## src/rtl/iic_m_xfer_seq.sv

```systemverilog
// rtl/iic_m_xfer_seq.sv - I2C master register read/write sequencer driving a byte-level PHY
`timescale 1ns/1ps
module iic_m_xfer_seq #(
  parameter int U_DLY = 1
) (
  input  logic       clk_sys,
  input  logic       rst_n,
  input  logic       req_valid,
  output logic       req_ready,
  input  logic       req_rnw,
  input  logic [6:0] req_dev_addr,
  input  logic [7:0] req_reg_addr,
  input  logic [7:0] req_len,
  input  logic       wdat_valid,
  output logic       wdat_ready,
  input  logic [7:0] wdat,
  output logic       rdat_valid,
  output logic [7:0] rdat,
  output logic       usr_wvalid,
  input  logic       usr_wready,
  output logic [3:0] usr_wcmd,
  output logic [7:0] usr_wdata,
  input  logic       usr_rvalid,
  input  logic [7:0] usr_rdata,
  input  logic       dgb_err_sack,
  input  logic       dbg_err_abt,
  output logic       busy,
  output logic       done,
  output logic [1:0] err
);

  // U_DLY only describes simulation timing; the synthesized logic is delay-free.
  if (U_DLY < 0) begin : g_neg_u_dly
  end

  localparam logic [3:0] S_IDLE    = 4'd0;
  localparam logic [3:0] S_DEV_W   = 4'd1;
  localparam logic [3:0] S_REG     = 4'd2;
  localparam logic [3:0] S_WDATA   = 4'd3;
  localparam logic [3:0] S_DEV_R   = 4'd4;
  localparam logic [3:0] S_RDATA   = 4'd5;
  localparam logic [3:0] S_WAIT_RD = 4'd6;
  localparam logic [3:0] S_DONE    = 4'd7;
  localparam logic [3:0] S_ERR     = 4'd8;

  logic [3:0] r_state;
  logic       r_rnw;
  logic [6:0] r_dev;
  logic [7:0] r_reg;
  logic [7:0] r_tx_cnt;
  logic [7:0] r_rx_cnt;
  logic [1:0] r_err;

  logic       w_fire;
  logic       w_err_in;
  logic       w_active;
  logic       w_tx_last;
  logic       w_rx_fire;
  logic [7:0] w_len_eff;

  assign w_fire    = usr_wvalid & usr_wready;
  assign w_err_in  = dgb_err_sack | dbg_err_abt;
  assign w_active  = (r_state != S_IDLE) && (r_state != S_DONE) && (r_state != S_ERR);
  assign w_tx_last = (r_tx_cnt <= 8'd1);
  assign w_rx_fire = usr_rvalid & ((r_state == S_RDATA) || (r_state == S_WAIT_RD));
  // A zero-length read still fetches one byte.
  assign w_len_eff = (req_rnw && (req_len == 8'd0)) ? 8'd1 : req_len;

  assign req_ready  = (r_state == S_IDLE);
  assign busy       = (r_state != S_IDLE);
  assign done       = (r_state == S_DONE) || (r_state == S_ERR);
  assign err        = (r_state == S_ERR) ? r_err : 2'b00;
  assign rdat_valid = w_rx_fire;
  assign rdat       = w_rx_fire ? usr_rdata : 8'h00;

  always_comb begin
    usr_wvalid = 1'b0;
    usr_wcmd   = 4'b0000;
    usr_wdata  = 8'h00;
    wdat_ready = 1'b0;
    case (r_state)
      S_DEV_W: begin
        usr_wvalid = 1'b1;
        usr_wcmd   = 4'b0001;
        usr_wdata  = {r_dev, 1'b0};
      end
      S_REG: begin
        usr_wvalid = 1'b1;
        usr_wcmd   = (!r_rnw && (r_tx_cnt == 8'd0)) ? 4'b0010 : 4'b0000;
        usr_wdata  = r_reg;
      end
      S_WDATA: begin
        usr_wvalid = wdat_valid;
        usr_wcmd   = w_tx_last ? 4'b0010 : 4'b0000;
        usr_wdata  = wdat;
        wdat_ready = usr_wready;
      end
      S_DEV_R: begin
        usr_wvalid = 1'b1;
        usr_wcmd   = 4'b0001;
        usr_wdata  = {r_dev, 1'b1};
      end
      S_RDATA: begin
        usr_wvalid = 1'b1;
        usr_wcmd   = w_tx_last ? 4'b1110 : 4'b0100;
        usr_wdata  = 8'h00;
      end
      default: begin
        usr_wvalid = 1'b0;
      end
    endcase
  end

  always_ff @(posedge clk_sys or negedge rst_n) begin
    if (!rst_n) begin
      r_state  <= S_IDLE;
      r_rnw    <= 1'b0;
      r_dev    <= 7'h00;
      r_reg    <= 8'h00;
      r_tx_cnt <= 8'h00;
      r_rx_cnt <= 8'h00;
      r_err    <= 2'b00;
    end else begin
      if (w_active && w_err_in) begin
        r_state <= S_ERR;
        r_err   <= {dbg_err_abt, dgb_err_sack};
      end else begin
        case (r_state)
          S_IDLE: begin
            if (req_valid) begin
              r_rnw    <= req_rnw;
              r_dev    <= req_dev_addr;
              r_reg    <= req_reg_addr;
              r_tx_cnt <= w_len_eff;
              r_rx_cnt <= req_rnw ? w_len_eff : 8'd0;
              r_err    <= 2'b00;
              r_state  <= S_DEV_W;
            end
          end
          S_DEV_W: if (w_fire) r_state <= S_REG;
          S_REG: begin
            if (w_fire) begin
              if (r_rnw)                  r_state <= S_DEV_R;
              else if (r_tx_cnt == 8'd0)  r_state <= S_DONE;
              else                        r_state <= S_WDATA;
            end
          end
          S_WDATA, S_RDATA: begin
            if (w_fire) begin
              r_tx_cnt <= (r_tx_cnt == 8'd0) ? 8'd0 : r_tx_cnt - 8'd1;
              if (w_tx_last) r_state <= (r_state == S_WDATA) ? S_DONE : S_WAIT_RD;
            end
          end
          S_DEV_R: if (w_fire) r_state <= S_RDATA;
          S_WAIT_RD: begin
            // Finish on the edge that consumes the last byte, keeping done one cycle behind it.
            if ((r_rx_cnt == 8'd0) || ((r_rx_cnt == 8'd1) && usr_rvalid)) r_state <= S_DONE;
          end
          default: r_state <= S_IDLE;
        endcase
      end
      if (w_rx_fire && (r_rx_cnt != 8'd0)) r_rx_cnt <= r_rx_cnt - 8'd1;
    end
  end

endmodule

```

## config.mk

```make
export PLATFORM = sky130hd
export DESIGN_NAME = iic_m_xfer_seq
export DESIGN_NICKNAME = d
export VERILOG_FILES = /design/src/rtl/iic_m_xfer_seq.sv
export SDC_FILE = /design/constraint.sdc
export NUM_CORES = 1
export LEC_CHECK = 0
export ABC_AREA = 1
export CAP_MARGIN = 20
export CORE_AREA = 2 2 81 122
export DETAILED_ROUTE_END_ITERATION = 10
export DIE_AREA = 0 0 83 124
export PLACE_DENSITY = 0.58
export SLEW_MARGIN = 30
export SYNTH_ARGS = -nofsm -noshare
export SYNTH_HDL_FRONTEND = slang
export SYNTH_SLANG_ARGS = --single-unit
```

## constraint.sdc

```tcl
create_clock -name clk_sys -period 2.6 [get_ports clk_sys]
set_input_delay 0.39 -clock clk_sys [delete_from_list [all_inputs] [get_ports clk_sys]]
set_output_delay 0.39 -clock clk_sys [all_outputs]
set_load 0.05 [all_outputs]
```

==> results of run 1 <==
power by group through the flow:
stage | registers, W | logic (W) | clock network [W]
after floorplan | 0.00103 | 0.00181 | 0
after global placement | 0.00109 | 0.00248 | 0
after detailed placement | 0.00110 | 0.00251 | 0
after CTS | 0.00109 | 0.00252 | 0.000607
after global routing | 0.00113 | 0.00278 | 0.000625
final | 0.00109 | 0.00250 | 0.000581
worst register-to-register path, cell delays in order, from the launching register on:
cell	delay (ns)
dfrtp_1	0.39
inv_1	0.16
ha_1	0.28
nor2_1	0.07
nor2_1	0.11
nand2_1	0.09
nand2_1	0.09
nand2_1	0.05
nor2_1	0.26
nand2_1	0.14
nand3_1	0.09
nand2_1	0.05
routing by layer:
layer  track usage  up-vias  part of all wire
met3        0.0378        8             0.071
met4        0.0564        0             0.019
met1         0.183     1211              0.42
li1              -     1412                 -
met5             0        -                 0
met2         0.268      103              0.49
path summary, 6_finish.rpt:
| kind | endpoint | slack (ns) | depth (start not counted) |
|---|---|---|---|
| worst max register to register | r_state[2] | 0.72 | 11 |
| worst min register to register | r_reg[2] | 0.47 | 2 |
| min in group clk_sys | r_reg[2] | 0.47 | 2 |
| max in group asynchronous | r_dev[2] | 2.17 | 1 |
| worst min-delay path | r_err[0] | 0.07 | 1 |
| worst max-delay path | usr_wvalid | 0.09 | 5 |
kinds of logic (layout without fill, tap and decap cells):
group / Yosys count / count (layout) / synth area share
AND/OR/NAND/NOR: 278 / 278 / 0.465
buffers and inverters: 51 / 130 / 0.0748
flip-flops: 38 / 38 / 0.353
AO/OA/AOI/OAI: 23 / 23 / 0.0627
adder cells (fa/ha/maj): 6 / 6 / 0.0279
XOR/XNOR: 5 / 5 / 0.0163
per-stage QoR:
stage	hold WS, ns	std cells	util	setup WS (ns)
2_1_floorplan	0.0944	401	-	0.135
3_3_place_gp	0.457	585	0.394	0.279
3_5_place_dp	0.461	585	0.394	0.254
4_1_cts	0.272	592	0.409	0.0693
5_1_grt	0.127	592	0.409	0.00676
6_report	0.0736	592	0.409	0.0912
area by class of cell:
cell class / count / share of cell area
clock buffer: 5 / 0.0332
inverter: 46 / 0.0459
clock inverter: 2 / 0.00266
timing repair buffer: 77 / 0.219
sequential: 38 / 0.253
tap: 112 / 0.0372
multi-input combinational: 312 / 0.410
Yosys cell counts, types with 2 or more instances:
library cell,count
nand2_4,4
nand2_1,164
dfrtp_1,38
a21oi_4,2
nor2_2,2
buf_2,2
nand3_2,3
nand3_1,37
nand4_1,10
xor2_1,4
buf_4,2
nand2_2,8
inv_1,40
inv_2,6
ha_1,6
o211ai_1,3
o21ai_2,2
o21ai_0,11
nor2_4,3
nor2_1,41
layout by cell type, fill, tap and decap left out, drive strengths merged:
cell type / instances
inv: 46
nand4: 10
nor2: 47
or2: 2
a21oi: 3
nand3: 40
nor3: 1
o211ai: 3
dfrtp: 38
ha: 6
clkdlybuf4s50: 53
clkbuf: 5
xnor2: 1
o21bai: 1
xor2: 4
buf: 24
clkinv: 2
nand2: 176
a21o: 1
o21ai: 15
nand3b: 2
==> impl_metrics.py, run 1 <==
metrics = {
    "clock_network": {
        "cts_root_buf": "clkbuf_16",
        "cts.sinks": 38,
        "post-cts-setup-buffers": 0,
        "clkTransAtPathRegs_ns": 0.06,
        "cts_inserted_buffers": 5,
        "cts.htree.levels": 2,
        "clock_path_buffers": 2,
        "clk_latency_ns": 0.29,
        "hold_buffers": 0,
        "cts_tree": "yes",
        "post_cts_resized": 0,
    },
    "placed_design": {
        "dpl_cell_area_mm2": 0.00363,
        "gp_congestion": 0.917,
        "numPortBuffers": 75,
        "post-dp-hpwl_mm": 5.93,
    },
    "flow_run": {
        "drv_cap": 0,
    },
    "critical_path": {
        "critPathMaxFanout": 8,
        "crit_start": "r_state[0]",
        "cp_cell_sequence": "inv_1 > or2_2 > nand2_1 > nand2_2 > clkdlybuf4s50_1",
        "critPathKind": "flop to output port",
        "slowest_delay_ns": 0.71,
        "cp_slowest_cell": "clkdlybuf4s50_1",
        "r2r-start": "r_tx_cnt[0]",
        "critPathBufInv": 2,
        "cp_data_required_time_ns": 2.21,
        "start_kind": "flop",
        "crit_family": "buffers and inverters",
        "cp-end-kind": "output port",
        "cp.arrival_ns": 2.12,
    },
    "power_and_ir_drop": {
        "leakage_nw": 1.94,
        "p_comb_frac": 0.598,
        "power_frac_seq": 0.262,
        "ir_worst_vdd_uv": 634,
        "swShare": 0.499,
        "powerDensity_mw_per_mm2": 1110,
        "p_total_w": 0.00417,
        "internal_power_w": 0.00209,
        "power_frac_clock": 0.139,
        "p_switching_w": 0.00208,
    },
    "timing": {
        "fin_crit_sh": 0.965,
        "setup_tns_ns": 0,
        "worst_pin_slew_ns": 0.510,
        "grt_setup_unrepaired": "no",
        "period_minus_slack_ns": 2.51,
        "fmax_ghz": 0.399,
        "finalHoldViolations": 0,
        "skew_ns": 0.00830,
        "setup_viol": 0,
        "maxSlewHeadroom": 0.660,
        "timing.final.max_slew_violations": 0,
    },
    "cells_and_area": {
        "fin_nets": 534,
        "area_growth_pct": 39.7,
        "diodes": 0,
        "multiInputGateArea_mm2": 0.00154,
        "final_cell_area_mm2": 0.00376,
        "drive_gt1_frac": 0.135,
        "n_fill_cell": 969,
        "register_area_um2": 951,
    },
    "grt": {
        "gr-total-overflow": 0,
        "grt_max_degree": 39,
        "grt_pass1_vias": 2703,
        "antenna_found_initial": 0,
        "grt.total_usage": 0.153,
        "grt_pass1_wl_mm": 12.6,
    },
    "synth": {
        "syn_inst": 401,
        "synth_edf_count": 0,
        "yosysSeqAreaShare": 0.353,
        "postSynth.asyncResetShare": 1.00,
        "synth_top_cell_by_area": "dfrtp_1",
        "netlist_area_mm2": 0.00269,
        "synthTopCellsByArea": "dfrtp_1, nand2_1, nand3_1, nor2_1, inv_1",
        "avgSynthCellArea_um2": 6.72,
        "synthFlopType": "dfrtp_1",
        "yosys_warnings": 0,
        "synth_nets": 455,
        "ys_types": 33,
        "ys_seq_elements": 38,
        "yosysTopAreaCellShare": 0.353,
    },
    "die": {
        "io_pins": 76,
        "start_util": 0.293,
        "die_area_mm2": 0.0103,
        "rows": 43,
        "core_mm2": 0.00920,
        "die_w_um": 83,
        "die_h_um": 124,
    },
    "worst_hold_path": {
        "hp-class": "primary input to asynchronous set/reset pin",
    },
    "drt": {
        "avgViaCountPerCell": 4.62,
        "wl_per_cell_um": 12.7,
        "drtIter0Drc": 167,
        "ant_nets": 0,
        "drc": 0,
        "routed_wl_mm": 7.50,
        "drt_pre_antenna_iters": 5,
        "vias": 2734,
    },
    "outcome": {
        "status": "complete, no violations",
    },
}
Power figures use the tool's default switching activity.
==> run 2: changes to the inputs <==
--- a/config.mk
+++ b/config.mk
@@ -10,8 +10,10 @@
 export CORE_AREA = 2 2 81 122
 export DETAILED_ROUTE_END_ITERATION = 10
 export DIE_AREA = 0 0 83 124
+export GPL_TIMING_DRIVEN = 0
 export PLACE_DENSITY = 0.58
 export SLEW_MARGIN = 30
 export SYNTH_ARGS = -nofsm -noshare
 export SYNTH_HDL_FRONTEND = slang
 export SYNTH_SLANG_ARGS = --single-unit
+export TNS_END_PERCENT = 100
==> run 2 against run 1 <==
Effect of this change: the run now ends with hold timing left; worst setup slack improved by 0.012 ns; non-clock buffer count increased by 3; count of clock-buffer cells in the layout unchanged; sequential power about the same; hold slack got worse by 0.078 ns; sequential cell count unchanged; global-route usage decreased by 0.30 points; register-to-register slack got worse by 0.06 ns; via count about the same; die area unchanged; critical endpoint unchanged.
==> impl_metrics.py, run 2 (synthesis results as in run 1) <==
metrics = {
    "outcome": {
        "status": "complete, but fails checks",
        "violations": "hold timing",
    },
    "grt": {
        "grt_use_met2": 0.268,
        "grt_util_met3": 0.0391,
        "busiest_layer": "met2",
        "grt.total_usage": 0.150,
        "grt_pass1_vias": 2694,
        "use_met1": 0.171,
        "grt_pass1_wl_mm": 12.5,
        "gr-total-overflow": 0,
        "grt_max_degree": 27,
        "antenna_found_initial": 0,
    },
    "drt": {
        "drc": 0,
        "wl_per_cell_um": 12.6,
        "drt_pre_antenna_iters": 4,
        "routed_wl_mm": 7.49,
        "vias": 2733,
        "avgViaCountPerCell": 4.59,
        "drtIter0Drc": 136,
        "ant_nets": 0,
    },
    "clock_network": {
        "cts_inserted_buffers": 5,
        "cts_root_buf": "clkbuf_16",
        "clkTransAtPathRegs_ns": 0.06,
        "cts.sinks": 38,
        "post-cts-setup-buffers": 0,
        "hold_buffers": 0,
        "cts_tree": "yes",
        "cts.htree.levels": 2,
        "clk_latency_ns": 0.29,
        "clock_path_buffers": 2,
    },
    "placed_design": {
        "pre_cts_slack_ns": -0.0791,
        "gp_congestion": 0.883,
        "numPortBuffers": 74,
        "post-dp-hpwl_mm": 5.97,
        "dpl_cell_area_mm2": 0.00359,
    },
    "timing": {
        "period_minus_slack_ns": 2.50,
        "grt_setup_unrepaired": "no",
        "fmax_ghz": 0.401,
        "setup_tns_ns": 0,
        "setup_viol": 0,
        "worst_pin_slew_ns": 0.495,
        "timing.final.max_slew_violations": 0,
        "maxSlewHeadroom": 0.669,
        "fin_crit_sh": 0.960,
        "worst_slack_ns": 0.104,
        "finalHoldViolations": 7,
        "skew_ns": 0.00521,
        "timing.hold.ws_ns": -0.00450,
    },
    "power_and_ir_drop": {
        "p_total_w": 0.00417,
        "powerDensity_mw_per_mm2": 1120,
        "leakage_nw": 1.93,
        "ir_worst_vdd_uv": 506,
    },
    "cells_and_area": {
        "fin_nets": 537,
        "n_fill_cell": 964,
        "final_common_cell": "nand2_1",
        "multiInputGateArea_mm2": 0.00155,
        "utilization": 0.404,
        "drive_gt1_frac": 0.124,
        "area_growth_pct": 37.8,
        "final_cell_area_mm2": 0.00371,
        "diodes": 0,
        "final_cell_mix": "nand2_1, clkdlybuf4s50_1, inv_1, nor2_1, dfrtp_1",
        "register_area_um2": 951,
    },
    "flow_run": {
        "drv_cap": 0,
    },
    "critical_path": {
        "cp-end-kind": "output port",
        "cp_cell_sequence": "inv_2 > nand2_1 > nor2_1 > nand2_1 > nand2_2 > clkdlybuf4s50_1",
        "rrSetupSlack_ns": 0.66,
        "start_kind": "flop",
        "cp.arrival_ns": 2.11,
        "critPathBufInv": 2,
        "critPathMostFrequentCell": "nand2_1",
        "critPathMaxFanout": 5,
        "critPathKind": "flop to output port",
        "slowest_delay_ns": 0.80,
        "crit_family": "buffers and inverters",
        "cp_data_required_time_ns": 2.21,
        "cp_slowest_cell": "clkdlybuf4s50_1",
    },
    "die": {
        "io_pins": 76,
        "core_mm2": 0.00920,
        "die_w_um": 83,
        "die_h_um": 124,
        "start_util": 0.293,
        "rows": 43,
        "die_area_mm2": 0.0103,
    },
    "worst_hold_path": {
        "hp-class": "primary input to asynchronous set/reset pin",
    },
}
## run 2: cell count changes in the layout (fill, tap and decap cells not counted), sizes merged
cell           previous run  this run
buf                      24         6
clkbuf                    5        17
clkdlybuf4s15             0         5
dlygate4sd2               0         4
clkinv                    2         0
clkinvlp                  0         2
bufinv                    0         1
## run 2: report_power, final
group / internal, W / switching, W
Clock: 0.000452 / 0.000252
Combinational: 0.000755 / 0.00163
Sequential: 0.000870 / 0.000209
## run 2: what timing repair did
| action | 4_1_cts | 5_1_grt |
|---|---|---|
| gates resized for setup | 23 | 28 |
| endpoints found under the setup margin | 20 | 16 |
| pin swaps | 0 | 0 |
## run 2: worst paths after layout
kind,from,to,cells past startpoint
min,rst_n,r_tx_cnt[4],1
max,r_state[2],usr_wvalid,6
min reg2reg,r_reg[5],r_reg[5],2
min in group clk_sys,r_reg[5],r_reg[5],2
max reg2reg,r_tx_cnt[0],r_state[1],11
max in group asynchronous,rst_n,r_rnw,2
## run 2: metrics by stage
stage / instances / hold slack (ns)
global route: 596 / 0.0158
CTS: 596 / 0.00970
finish: 596 / -0.00450
floorplan: 401 / 0.0944
global placement: 587 / 0.456
detailed placement: 588 / 0.318
## run 2: layer usage
metal / share of wire / routed length, um
met5: 0 / 0
met4: 0.022 / 166
met3: 0.083 / 625
met2: 0.48 / 3560
met1: 0.42 / 3130
## run 2: layout make-up
cell class / instances / share of cell area
buffer: 5 / 0.00775
clock buffer: 5 / 0.0337
clock inverter: 3 / 0.0121
timing repair buffer: 75 / 0.187
multi-input combinational: 312 / 0.419
tap: 112 / 0.0377
inverter: 46 / 0.0465
sequential: 38 / 0.256
==> run 3: changes to the inputs <==
--- a/config.mk
+++ b/config.mk
@@ -12,6 +12,7 @@
 export DIE_AREA = 0 0 83 124
 export GPL_TIMING_DRIVEN = 0
 export PLACE_DENSITY = 0.58
+export SETUP_SLACK_MARGIN = 0.05
 export SLEW_MARGIN = 30
 export SYNTH_ARGS = -nofsm -noshare
 export SYNTH_HDL_FRONTEND = slang
==> run 3 against run 2 <==
Effect of this change: the run still ends with hold timing left; fmax rose by 2.6%; non-clock buffer count unchanged; sequential power hardly changed; count of clock-buffer cells in the layout did not move; power hardly changed; global-route usage is essentially flat; critical path depth stayed put; via count stayed put; critical endpoint is now rdat_valid; largest cell class unchanged; highest routed layer unchanged.
==> impl_metrics.py, run 3 (synthesis results as in run 1) <==
metrics = {
    "outcome": {
        "status": "complete, but fails checks",
        "violations": "hold timing",
    },
    "power_and_ir_drop": {
        "p_total_w": 0.00417,
        "internal_power_w": 0.00208,
        "ir_worst_vdd_uv": 506,
        "p_comb_frac": 0.572,
        "power_frac_seq": 0.259,
        "p_switching_w": 0.00209,
        "powerDensity_mw_per_mm2": 1130,
        "swShare": 0.502,
        "power_frac_clock": 0.169,
        "leakage_nw": 1.94,
    },
    "clock_network": {
        "cts_root_buf": "clkbuf_16",
        "clk_latency_ns": 0.29,
        "cts.sinks": 38,
        "cts_tree": "yes",
        "cts.htree.levels": 2,
        "clock_path_buffers": 2,
        "post-cts-setup-buffers": 0,
        "clkTransAtPathRegs_ns": 0.06,
        "cts_inserted_buffers": 5,
    },
    "drt": {
        "wl_per_cell_um": 12.6,
        "avgViaCountPerCell": 4.59,
        "drt_pre_antenna_iters": 4,
        "vias": 2733,
        "dr_wl_met2_mm": 3.57,
        "drc": 0,
        "routed_wl_mm": 7.50,
        "top_layer": "met4",
        "drtIter0Drc": 136,
        "met3_length_um": 627,
        "wl_met1_mm": 3.14,
        "ant_nets": 0,
    },
    "timing": {
        "timing.hold.ws_ns": -0.00446,
        "maxSlewHeadroom": 0.666,
        "grt_setup_unrepaired": "no",
        "worst_pin_slew_ns": 0.500,
        "setup_viol": 0,
        "period_minus_slack_ns": 2.43,
        "timing.final.max_slew_violations": 0,
        "finalHoldViolations": 7,
        "fin_crit_sh": 0.936,
        "fmax_ghz": 0.411,
        "skew_ns": 0.00519,
    },
    "grt": {
        "grt_pass1_wl_mm": 12.5,
        "grt.total_usage": 0.150,
        "grt_max_degree": 27,
        "gr-total-overflow": 0,
        "grt_pass1_vias": 2700,
        "antenna_found_initial": 0,
    },
    "cells_and_area": {
        "final_cell_mix": "nand2_1, clkdlybuf4s50_1, inv_1, nor2_1, dfrtp_1",
        "drive_gt1_frac": 0.134,
        "fin_nets": 537,
        "n_fill_cell": 969,
        "area_growth_pct": 37.4,
        "final_common_cell": "nand2_1",
        "diodes": 0,
        "utilization": 0.402,
    },
    "die": {
        "rows": 43,
        "die_w_um": 83,
        "io_pins": 76,
        "start_util": 0.293,
        "die_area_mm2": 0.0103,
        "die_h_um": 124,
        "core_mm2": 0.00920,
    },
    "critical_path": {
        "cp-end-kind": "output port",
        "start_kind": "flop",
        "critPathMaxFanout": 10,
        "critPathKind": "flop to output port",
        "cp_data_required_time_ns": 2.21,
        "cp.arrival_ns": 2.04,
    },
    "worst_hold_path": {
        "hp-class": "primary input to asynchronous set/reset pin",
    },
    "placed_design": {
        "numPortBuffers": 74,
        "post-dp-hpwl_mm": 5.97,
        "gp_congestion": 0.883,
    },
    "flow_run": {
        "drv_cap": 0,
    },
}
run 3: changes by cell type in the layout (fill, tap and decap cells not counted), sizes merged:
| cell | delta |
|---|---|
| clkdlybuf4s50 | -2 |
| dlygate4sd2 | -3 |
| dlymetal6s2s | +2 |
| clkdlybuf4s15 | -1 |
| clkbuf | +3 |
| buf | +1 |
run 3: what timing repair did:
action / CTS / global route
hold buffers: 0 / 0
gates resized for setup: 33 / 30
setup endpoints to repair: 20 / 20
run 3: final timing paths:
check	start	endpoint	slack, ns	cells past startpoint
max reg2reg	r_tx_cnt[0]	r_state[1]	0.66	11
min reg2reg	r_reg[5]	r_reg[5]	0.47	2
max	r_state[1]	rdat_valid	0.17	6
min in group clk_sys	r_reg[5]	r_reg[5]	0.47	2
max in group asynchronous	rst_n	r_rnw	2.15	2
min	rst_n	r_tx_cnt[4]	-0.004	1
run 3: cell type report:
cell class	count	area, um^2	area share
Timing Repair Buffer	75	686	0.185
Clock buffer	5	125	0.0338
Sequential cell	38	951	0.257
Multi-Input combinational cell	312	1550	0.420
Inverter	46	173	0.0466
Buffer	5	28.8	0.00777
Tap cell	112	140	0.0379
Clock inverter	3	45.0	0.0122
run 3: worst max-delay path, stage by stage (launching register included):
cell and delay, ns:
dfrtp_1 0.49, inv_1 0.15, nand2_1 0.13, a21oi_4 0.26
nand2_4 0.15, inv_1 0.08, clkdlybuf4s15_1 0.49
run 3: through the flow:
step	area, um^2	setup WS (ns)	hold slack [ns]	setup TNS (ns)	cells
after floorplan	2690	0.135	0.0944	0	401
after global placement	3570	-0.0867	0.456	-0.660	587
after detailed placement	3590	-0.0791	0.318	-0.541	588
after CTS	3760	0.0548	0.00970	0	596
after global routing	3700	0.0517	0.0158	0	596
final	3700	0.166	-0.00446	0	596
run 3: layer usage:
layer / track usage / vias up
met5: 0 / -
met4: 0.0615 / 0
met3: 0.0391 / 11
met2: 0.268 / 101
met1: 0.172 / 1197
li1: - / 1424
run 3: power by group through the flow:
stage          clock (W)  combinational, W  sequential [W]
6_report        0.000705           0.00238         0.00108
5_1_grt         0.000740           0.00269         0.00111
4_1_cts         0.000725           0.00243         0.00108
3_5_place_dp           0           0.00244         0.00108
3_3_place_gp           0           0.00240         0.00108
2_1_floorplan          0           0.00181         0.00103
